$ cat src/rtl/alu_sequencer.sv
// alu_sequencer: owns the shared bit-slice ALU, runs single-pass ops in one
// cycle and MULTU as a WIDTH-iteration shift-add loop into HI/LO.
module alu_sequencer #(
  parameter int unsigned WIDTH = 32,
  parameter int unsigned CNT_W = 6
) (
  input  logic             clk,
  input  logic             rst,
  input  logic             req_valid,
  output logic             req_ready,
  input  logic [5:0]       req_funct,
  input  logic [WIDTH-1:0] req_a,
  input  logic [WIDTH-1:0] req_b,
  output logic [WIDTH-1:0] alu_a,
  output logic [WIDTH-1:0] alu_b,
  output logic [2:0]       alu_sel,
  output logic             alu_invert,
  output logic             alu_cin,
  input  logic [WIDTH-1:0] alu_result,
  input  logic             alu_cout,
  output logic             rsp_valid,
  input  logic             rsp_ready,
  output logic [WIDTH-1:0] rsp_data,
  output logic             rsp_err,
  output logic [WIDTH-1:0] hi,
  output logic [WIDTH-1:0] lo
);

  localparam logic [5:0] F_MFHI  = 6'h10;
  localparam logic [5:0] F_MFLO  = 6'h12;
  localparam logic [5:0] F_MULTU = 6'h19;
  localparam logic [5:0] F_ADD   = 6'h20;
  localparam logic [5:0] F_SUB   = 6'h22;
  localparam logic [5:0] F_AND   = 6'h24;
  localparam logic [5:0] F_OR    = 6'h25;
  localparam logic [5:0] F_SLT   = 6'h2A;

  localparam logic [2:0] SEL_AND = 3'b000;
  localparam logic [2:0] SEL_OR  = 3'b001;
  localparam logic [2:0] SEL_ADD = 3'b010;
  localparam logic [2:0] SEL_SUB = 3'b110;
  localparam logic [2:0] SEL_SLT = 3'b111;

  localparam logic [CNT_W-1:0] LAST_ITER = CNT_W'(WIDTH - 1);

  typedef enum logic [1:0] {IDLE, EXEC, MUL, RESP} state_t;

  state_t           state_q, state_n;
  logic [5:0]       funct_q, funct_n;
  logic [WIDTH-1:0] a_q, a_n;       // operand A; multiplicand during MUL
  logic [WIDTH-1:0] b_q, b_n;
  logic [WIDTH-1:0] hi_n, lo_n;
  logic [CNT_W-1:0] cnt_q, cnt_n;
  logic [WIDTH-1:0] data_n;
  logic             err_n;

  // Next-state, datapath next values and combinational ALU control
  always_comb begin
    state_n    = state_q;
    funct_n    = funct_q;
    a_n        = a_q;
    b_n        = b_q;
    hi_n       = hi;
    lo_n       = lo;
    cnt_n      = cnt_q;
    data_n     = rsp_data;
    err_n      = rsp_err;
    alu_a      = '0;
    alu_b      = '0;
    alu_sel    = SEL_AND;
    alu_invert = 1'b0;
    alu_cin    = 1'b0;

    case (state_q)
      IDLE: begin
        if (req_valid && req_ready) begin
          funct_n = req_funct;
          a_n     = req_a;
          b_n     = req_b;
          if (req_funct == F_MULTU) begin
            hi_n    = '0;
            lo_n    = req_b;
            cnt_n   = '0;
            state_n = MUL;
          end else begin
            state_n = EXEC;
          end
        end
      end

      EXEC: begin
        err_n = 1'b0;
        case (funct_q)
          F_ADD, F_SUB, F_AND, F_OR, F_SLT: begin
            alu_a  = a_q;
            alu_b  = b_q;
            data_n = alu_result;
            case (funct_q)
              F_ADD: alu_sel = SEL_ADD;
              F_SUB: begin
                alu_sel    = SEL_SUB;
                alu_invert = 1'b1;
                alu_cin    = 1'b1;
              end
              F_OR:  alu_sel = SEL_OR;
              F_SLT: begin
                alu_sel    = SEL_SLT;
                alu_invert = 1'b1;
                alu_cin    = 1'b1;
              end
              default: alu_sel = SEL_AND;
            endcase
          end
          F_MFHI: data_n = hi;
          F_MFLO: data_n = lo;
          default: begin
            data_n = '0;
            err_n  = 1'b1;
          end
        endcase
        state_n = RESP;
      end

      MUL: begin
        // Add the multiplicand into HI when the current multiplier bit is set,
        // then shift {carry, HI, LO} right by one.
        alu_a   = hi;
        alu_b   = lo[0] ? a_q : '0;
        alu_sel = SEL_ADD;
        hi_n    = {alu_cout, alu_result[WIDTH-1:1]};
        lo_n    = {alu_result[0], lo[WIDTH-1:1]};
        cnt_n   = cnt_q + CNT_W'(1);
        if (cnt_q == LAST_ITER) begin
          data_n  = lo_n;
          err_n   = 1'b0;
          state_n = RESP;
        end
      end

      RESP: begin
        if (rsp_ready) begin
          err_n   = 1'b0;
          state_n = IDLE;
        end
      end

      default: state_n = IDLE;
    endcase
  end

  // State and datapath registers; handshake flags registered from next state
  always_ff @(posedge clk or posedge rst) begin
    if (rst) begin
      state_q   <= IDLE;
      funct_q   <= '0;
      a_q       <= '0;
      b_q       <= '0;
      hi        <= '0;
      lo        <= '0;
      cnt_q     <= '0;
      rsp_data  <= '0;
      rsp_err   <= 1'b0;
      req_ready <= 1'b1;
      rsp_valid <= 1'b0;
    end else begin
      state_q   <= state_n;
      funct_q   <= funct_n;
      a_q       <= a_n;
      b_q       <= b_n;
      hi        <= hi_n;
      lo        <= lo_n;
      cnt_q     <= cnt_n;
      rsp_data  <= data_n;
      rsp_err   <= err_n;
      req_ready <= (state_n == IDLE);
      rsp_valid <= (state_n == RESP);
    end
  end

endmodule

$ cat config.mk
export PLATFORM = sky130hd
export DESIGN_NAME = alu_sequencer
export DESIGN_NICKNAME = d
export VERILOG_FILES = /design/src/rtl/alu_sequencer.sv
export SDC_FILE = /design/constraint.sdc
export NUM_CORES = 1
export LEC_CHECK = 0
export ABC_AREA = 1
export BUFFER_PORTS_ARGS = -buffer_cell sky130_fd_sc_hd__buf_2
export CORE_MARGIN = 3
export CORE_UTILIZATION = 48
export CTS_CLUSTER_SIZE = 25
export DETAILED_ROUTE_END_ITERATION = 10
export GPL_TIMING_DRIVEN = 0
export PLACE_DENSITY = 0.78
export SLEW_MARGIN = 25
export SYNTH_ARGS = -nofsm -noshare
export SYNTH_HDL_FRONTEND = slang
export SYNTH_SLANG_ARGS = --single-unit
$ cat constraint.sdc
create_clock -name clk -period 5.8 [get_ports clk]
set_clock_uncertainty 0.2 [all_clocks]
set_input_delay 0.87 -clock clk [delete_from_list [all_inputs] [get_ports clk]]
set_output_delay 0.87 -clock clk [all_outputs]
set_load 0.02 [all_outputs]
==> results of run 1 <==
-- cell type report --
type | instances | area (um^2)
Tap cell | 260 | 325
Fill cell | 1756 | 7150
Timing Repair Buffer | 281 | 1530
Clock inverter | 12 | 110
Multi-Input combinational cell | 800 | 3920
Inverter | 184 | 694
Buffer | 73 | 403
Sequential cell | 177 | 4430
Clock buffer | 20 | 457
-- how the worst max path moves through the flow --
stage                endpoint  slack [ps]
finish              alu_a[30]        1660
CTS                 alu_a[30]        1720
floorplan              a_q[0]        2460
detailed placement  alu_a[30]        2200
global placement       a_q[6]        1290
global route        alu_a[30]        1570
-- metrics by stage --
stage	power [mW]	cells	utilization (%)	hold slack, ps
floorplan	4.60	1234	-	295
global placement	5.90	1768	58.6	308
detailed placement	6.01	1775	59.4	318
CTS	7.15	1807	62.4	121
global route	7.65	1807	62.4	122
finish	7.19	1807	62.4	125
-- registers in the layout, indices dropped and copies added, names as in the netlist --
name,count
a_q,32
b_q,32
cnt_q,6
funct_q,6
hi,32
lo,32
req_ready,1
rsp_data,32
rsp_err,1
rsp_valid,1
state_q,2
-- power by group through the flow --
stage / clock [mW] / sequential (mW) / combinational [mW]
2_1_floorplan: 0 / 2.53 / 2.07
3_3_place_gp: 0 / 2.17 / 3.73
3_5_place_dp: 0 / 2.18 / 3.82
4_1_cts: 1.13 / 2.17 / 3.85
5_1_grt: 1.19 / 2.24 / 4.22
6_report: 1.13 / 2.18 / 3.88
-- worst max-delay path, stage by stage, from the launching register on --
cell     delay, ps
dfrtp_1        420
inv_1          100
ha_1           260
buf_2          220
nand2_1        350
buf_1          820
o22ai_1        230
buf_2          220
-- placed cells by master, fill, tap and decap left out, types with 5 or more instances in the layout --
cell and instances:
nand3_2 5, inv_1 180, clkinvlp_4 5, o21ai_0 133, buf_2 307, nand3_1 44, o22ai_2 49, dfrtp_1 176
clkbuf_16 17, a21oi_1 40, o22ai_1 15, buf_12 5, buf_6 11, ha_1 6, nand2_1 310, clkbuf_1 24
nor2_1 170
-- layer usage --
metal	GRT usage, %	up-vias
met5	0	-
met2	51.4	582
li1	-	4469
met4	14.5	0
met1	41.6	4651
met3	7.98	104
-- logic make-up (layout without fill, tap and decap cells) --
group | count (synthesis) | after routing
adders and majority gates | 6 | 6
xor gates and xnor gates | 2 | 2
and+or+nand+nor | 543 | 543
buffers and inverters | 257 | 570
DFF | 177 | 177
AOI/OAI and AO/OA | 249 | 249
==> impl_metrics.tcl, run 1 <==
set metrics [dict create \
    die_x_um 146 \
    die_h_um 146 \
    hpwlAfterDp_um 25400 \
    ctsResizeCount 0 \
    ir_drop_mv 0.234 \
    synth_top_family_by_area "simple AND/OR/NAND/NOR gates" \
    syn_area_mm2 0.00944 \
    final_area_mm2 0.0119 \
    wl_met3_um 3490 \
    cts_tree "done" \
    synth.most_common_cell "nand2_1" \
    drtIter0Drc 917 \
    area_delta_synth_final_pct 25.7 \
    cts-buffers-inserted 17 \
    synth_compound_area_share_pct 17.6 \
    drc 0 \
    start_util_pct 49.7 \
    cp_max_fo 10 \
    critPathArrivalTime_ps 3070 \
    synth-edff-count 0 \
    seq_power_share_pct 30.4 \
    top_layer_used "met4" \
    grt_pass1_vias 9507 \
    hold_violations 0 \
    cts-htree-levels 4 \
    hold_class "in2async" \
    fin_ws_ps 1660 \
    startpoint "state_q[0]" \
    rsz0062_at_grt "false" \
    r2r-start "state_q[0]" \
    relSlewSlack_pct 30.6 \
    p_comb_share_pct 53.9 \
    overflow 0 \
    fin_nets 1647 \
    slew_viol_final 0 \
    ctsHoldBuffers 0 \
    syn-instance-count 1234 \
    syn_avg_cell_area_um2 7.65 \
    final_antenna_net_count 0 \
    status "finished, final reports clean" \
    r2r_slack_ps 2970 \
    worst_r2r_endpoint "hi[2]" \
    ys_seq_area_share_pct 46.9 \
    p_leak_nw 6.38 \
    finalCriticalPeriod_ps 4140 \
    viasPerCell 5.43 \
    wl_per_cell_um 19.3 \
    tns_ps 0 \
    worstSetupPathType "reg2out" \
    io_pins 275 \
    worstSetupEndpointType "output pin" \
    yosysTopAreaCellShare_pct 46.6 \
    pwr_density_cell_mw_per_mm2 606 \
    synth_commonest_cells "nand2_1 (310), inv_1 (181), dfrtp_1 (176), nor2_1 (170), o21ai_0 (133)" \
    die_area_mm2 0.0214 \
    grt_max_degree 30 \
    power.net_switching_mw 3.63 \
    ys.flop_type "dfrtp_1" \
    grt_usage_pct 32.2 \
    port_buffers 274 \
    yosys.area_share.simple_pct 23.0 \
    finalWirelength_um 34800 \
    path_clk_slew_ps 70 \
    cap_violations 0 \
    yosysTopAreaCell "dfrtp_1" \
    met2_length_um 16000 \
    place_area_mm2 0.0113 \
    clockBufferDepth 2 \
    synthAdderAreaFrac_pct 0.795 \
    synth.distinct_cells 36 \
    syn_nets 1347 \
    p_clk_share_pct 15.7 \
    reg2reg_depth 8 \
    wl_met1_um 13800 \
    fin_crit_sh_pct 71.3 \
    postCtsSetupBuffers 0 \
    intPower_mw 3.57 \
    insertedDiodeCount 0 \
    grt_pass1_wl_um 53300 \
    setup_viol 0 \
    async_reset_ff_share_pct 100 \
    max_clock_freq_mhz 242 \
    core-area_mm2 0.0190 \
    switching_share_pct 50.4 \
    drive_gt1_share_pct 27.5 \
    via_count 9806 \
    antenna_found_initial 0 \
    first_pass_iters 5 \
    synth.area.top_cells "dfrtp_1 (47%), nand2_1 (12%), inv_1 (7.2%), o21ai_0 (7.0%), nor2_1 (6.8%)" \
    clk_latency_ps 440 \
    clock-sinks 177 \
    cts_root_buf "clkbuf_16" \
    synth_xor_area_share_pct 0.185 \
    post-place-ws_ps 2200 \
    synthMuxAreaShare_pct 0 \
    ys_seq_elements 177 \
    worst_pin_slew_ps 1040 \
    cp-start-kind "register" \
    yosysWarnings 0 \
    core.rowCount 50 \
    place_congestion 0.898 \
    required_ps 4730 \
]
No activity file was read; power rests on OpenSTA's default activity.
==> run 2: changes to the inputs <==
==> constraint.sdc (replaced) <==
create_clock -name clk -period 3.7 [get_ports clk]
set_clock_uncertainty 0.2 [all_clocks]
set_input_delay 0.555 -clock clk [delete_from_list [all_inputs] [get_ports clk]]
set_output_delay 0.555 -clock clk [all_outputs]
set_load 0.02 [all_outputs]
==> impl_metrics.tcl, run 2 (synthesized netlist as in run 1, its figures left out) <==
set metrics [dict create \
    insertedDiodeCount 0 \
    ir_drop_mv 0.367 \
    utilization_pct 62.5 \
    critPathArrivalTime_ps 2850 \
    grt_max_degree 30 \
    postCtsSetupBuffers 0 \
    wl_per_cell_um 19.3 \
    core-area_mm2 0.0190 \
    area_delta_synth_final_pct 25.8 \
    clock-sinks 177 \
    power.net_switching_mw 5.69 \
    cts-buffers-inserted 17 \
    max_clock_freq_mhz 277 \
    switching_share_pct 50.4 \
    slowest_stage "buf_1" \
    cpMostUsedCell "buf_2" \
    top_usage_layer "met2" \
    p_clk_share_pct 15.7 \
    grt_pass1_wl_um 53300 \
    cp_max_fo 10 \
    cap_violations 0 \
    required_ps 2940 \
    p_leak_nw 6.38 \
    cts-htree-levels 4 \
    die_area_mm2 0.0214 \
    path_cells "inv_1 -> ha_1 -> buf_2 -> nand3_1 -> buf_1 -> o22ai_2 -> buf_2" \
    first_pass_iters 7 \
    grtUsageMet1_pct 41.7 \
    core.rowCount 50 \
    grt_usage_pct 32.2 \
    final_cell_mix "nand2_1 (310), buf_2 (308), inv_1 (180), dfrtp_1 (176), nor2_1 (170)" \
    overflow 0 \
    fin_cells 1808 \
    worstSetupEndpointType "output pin" \
    die_h_um 146 \
    gr-usage-met3_pct 7.95 \
    cp-start-kind "register" \
    gr-usage-met2_pct 51.4 \
    crit_buf_inv 4 \
    start_util_pct 49.7 \
    clk_latency_ps 440 \
    tns_ps 0 \
    path_clk_slew_ps 70 \
    drtIter0Drc 898 \
    fin_crit_sh_pct 97.5 \
    p_comb_share_pct 54.0 \
    clockBufferDepth 2 \
    fin_nets 1648 \
    relSlewSlack_pct 38.8 \
    hold_class "in2reg" \
    setup_viol 0 \
    cts_root_buf "clkbuf_16" \
    antenna_found_initial 0 \
    place_congestion 0.898 \
    slew_viol_final 0 \
    viasPerCell 5.43 \
    status "finished, final reports clean" \
    hpwlAfterDp_um 25400 \
    worst_pin_slew_ps 918 \
    io_pins 275 \
    fin_ws_ps 94.2 \
    power.total_mw 11.3 \
    worstSetupPathType "reg2out" \
    final_antenna_net_count 0 \
    cpLargestDelayFamily "buffers and inverters" \
    finalWirelength_um 34900 \
    place_area_mm2 0.0113 \
    rsz0062_at_grt "false" \
    holdWs_ps 117 \
    num-fill-cells 1753 \
    final_area_mm2 0.0119 \
    die_x_um 146 \
    layout_commonest_cell "nand2_1" \
    dp.cells 1775 \
    cts_tree "done" \
    port_buffers 274 \
    drive_gt1_share_pct 27.6 \
    finalCriticalPeriod_ps 3610 \
    post-place-ws_ps 418 \
    grt_pass1_vias 9509 \
    hold_violations 0 \
    cp_slowest_stage_delay_ps 730 \
    pwr_density_cell_mw_per_mm2 949 \
    drc 0 \
    intPower_mw 5.59 \
    via_count 9814 \
    seq_power_share_pct 30.4 \
]
[run 2: cell count changes in the layout (fill, tap and decap cells not counted), sizes merged]
cell and change:
buf -1, dlygate4sd3 +1, clkbuf +1
[run 2: path summary, 6_finish.rpt]
check,from,end,slack [ps],depth (start not counted)
max,state_q[0],alu_b[24],90,7
min,req_a[4],a_q[4],120,3
max reg2reg,state_q[0],hi[2],900,8
min reg2reg,rsp_data[14],rsp_data[14],330,2
max in group asynchronous,rst,b_q[4],1890,7
min in group asynchronous,rst,a_q[23],360,3
[run 2: cell type report]
| cell class | instances | area (um^2) | area share (%) |
|---|---|---|---|
| Timing Repair Buffer | 282 | 1540 | 12.9 |
| Clock buffer | 20 | 457 | 3.84 |
| Sequential cell | 177 | 4430 | 37.3 |
| Inverter | 184 | 694 | 5.84 |
| Multi-Input combinational cell | 800 | 3920 | 33.0 |
| Clock inverter | 12 | 110 | 0.927 |
| Tap cell | 260 | 325 | 2.74 |
| Buffer | 73 | 405 | 3.41 |
[run 2: what timing repair did]
item,CTS,global route
resized for setup,2,4
setup endpoints to repair,2,3
endpoints found under the hold margin,4,0
hold buffers,1,0
[run 2: worst register-to-register path, delay by kind of cell (launching register included)]
family	cells	cell delay, ps
adder cells (fa/ha/maj)	1	150
flip-flops	1	420
AND/OR/NAND/NOR	3	880
buffers and inverters	3	810
AO/OA/AOI/OAI	1	190
[run 2: power groups by stage]
stage,Sequential [mW],Clock (mW),Combinational (mW)
finish,3.42,1.77,6.09
global route,3.52,1.86,6.62
CTS,3.41,1.77,6.04
detailed placement,3.42,0,5.99
global placement,3.40,0,5.85
floorplan,3.97,0,3.24
[run 2: routing by layer]
metal	vias to the layer above	part of all wire, %
met5	-	0
met4	0	4.1
met2	616	46
met3	110	11
li1	4467	-
met1	4621	39
==> run 3: changes to the inputs <==
==> constraint.sdc (replaced) <==
create_clock -name clk -period 3.2 [get_ports clk]
set_clock_uncertainty 0.2 [all_clocks]
set_input_delay 0.48 -clock clk [delete_from_list [all_inputs] [get_ports clk]]
set_output_delay 0.48 -clock clk [all_outputs]
set_load 0.02 [all_outputs]
==> impl_metrics.tcl, run 3 (synthesized netlist as in run 1, its figures left out) <==
set metrics [dict create \
    core.rowCount 50 \
    relSlewSlack_pct 51.9 \
    r2r_slack_ps 420 \
    required_ps 2520 \
    drive_gt1_share_pct 28.0 \
    fin_cells 1808 \
    die_h_um 146 \
    worstSetupPathType "reg2out" \
    core-area_mm2 0.0190 \
    fin_nets 1648 \
    clk_latency_ps 440 \
    grt_usage_pct 32.2 \
    cap_violations 0 \
    fin_crit_sh_pct 97.8 \
    grt_pass1_vias 9494 \
    postCtsSetupBuffers 0 \
    hold-path-cell-count 3 \
    via_count 9826 \
    path_cells "inv_1 -> ha_1 -> buf_6 -> nand2_2 -> clkbuf_4 -> o22ai_1 -> buf_2" \
    hp-start "req_a[4]" \
    dp.cells 1775 \
    clock-sinks 177 \
    viasPerCell 5.43 \
    slowest_stage "dfrtp_1" \
    final_cell_mix "nand2_1 (309), buf_2 (307), inv_1 (180), dfrtp_1 (176), nor2_1 (170)" \
    place_area_mm2 0.0113 \
    p_leak_nw 6.39 \
    path_clk_slew_ps 70 \
    drc 0 \
    hold_class "in2reg" \
    multi_input_area_mm2 0.00393 \
    port_buffers 274 \
    place_congestion 0.898 \
    finalCriticalPeriod_ps 3130 \
    cts_tree "done" \
    r2r-start "state_q[0]" \
    cp_slowest_stage_delay_ps 420 \
    overflow 0 \
    tns_ps 0 \
    rsz0062_at_grt "false" \
    holdWs_ps 37.8 \
    slew_viol_final 0 \
    area_delta_synth_final_pct 26.1 \
    final_antenna_net_count 0 \
    layout_commonest_cell "nand2_1" \
    clockBufferDepth 2 \
    max_clock_freq_mhz 319 \
    worstSetupEndpointType "output pin" \
    cp_max_fo 10 \
    cp-start-kind "register" \
    die_area_mm2 0.0214 \
    finalWirelength_um 35000 \
    start_util_pct 49.7 \
    hpwlAfterDp_um 25400 \
    grt_pass1_wl_um 53300 \
    grt_max_degree 30 \
    first_pass_iters 6 \
    antenna_found_initial 0 \
    cts-htree-levels 4 \
    worst_pin_slew_ps 722 \
    cts-buffers-inserted 17 \
    num-fill-cells 1744 \
    hold_end "a_q[4]" \
    cts_root_buf "clkbuf_16" \
    status "finished, final reports clean" \
    worst_r2r_endpoint "hi[2]" \
    insertedDiodeCount 0 \
    utilization_pct 62.6 \
    drtIter0Drc 883 \
    pwr_density_cell_mw_per_mm2 1100 \
    seq_area_mm2 0.00443 \
    reg2reg_depth 8 \
    critPathArrivalTime_ps 2450 \
    setup_viol 0 \
    wl_per_cell_um 19.3 \
    die_x_um 146 \
    io_pins 275 \
    ir_drop_mv 0.424 \
    hold_violations 0 \
    final_area_mm2 0.0119 \
]
## run 3: cell count changes in the layout (fill, tap and decap cells not counted), sizes merged
cell    previous run  this run
clkbuf            45        46
buf              329       328
## run 3: worst max-delay path: cells and delay by family (launching register included)
family          cells  cell delay [ps]
compound gates      1              270
fa+ha+maj           1              270
buf+inv             4              860
simple gates        1              190
flops               1              420
## run 3: timing repair
action                     in CTS  in global routing
hold buffers                    1                  0
resized for setup              15                  3
setup endpoints to repair      61                 10
hold endpoints to repair       28                  0
pin swaps                       0                  0
## run 3: power by group
group | total (mW) | switching, mW | internal, mW
combinational | 7.10 | 5.07 | 2.03
sequential | 3.96 | 0.605 | 3.35
clock | 2.04 | 0.930 | 1.11
total | 13.1 | 6.60 | 6.49
## run 3: layout make-up
cell class / count / share of cell area, %
multi-input combinational: 800 / 33.0
timing repair buffer: 282 / 12.9
buffer: 73 / 3.54
sequential: 177 / 37.2
clock buffer: 20 / 3.84
tap: 260 / 2.73
clock inverter: 12 / 0.925
inverter: 184 / 5.84
## run 3: worst max path at each step
stage                     startpoint         end  depth (start not counted)
after floorplan                  rst      a_q[0]                          1
after global placement           rst      a_q[6]                          2
after detailed placement  state_q[0]   alu_a[30]                          7
after CTS                 state_q[0]   alu_a[21]                          7
after global routing      state_q[0]  alu_sel[1]                          7
final                     state_q[0]   alu_a[30]                          7
## run 3: stage by stage
stage               setup WS (ps)  total power [mW]
finish                       69.2              13.1
floorplan                     254              8.34
global route                 1.57              13.9
CTS                          57.4              13.0
global placement             -924              10.7
detailed placement          -6.72              10.9
## run 3: metal layers
metal / vias to the layer above / GRT usage, % / share of wire [%]
li1: 4473 / - / -
met1: 4626 / 41.8 / 39
met2: 628 / 51.6 / 46
met3: 99 / 7.82 / 11
met4: 0 / 13.9 / 4.0
met5: - / 0 / 0
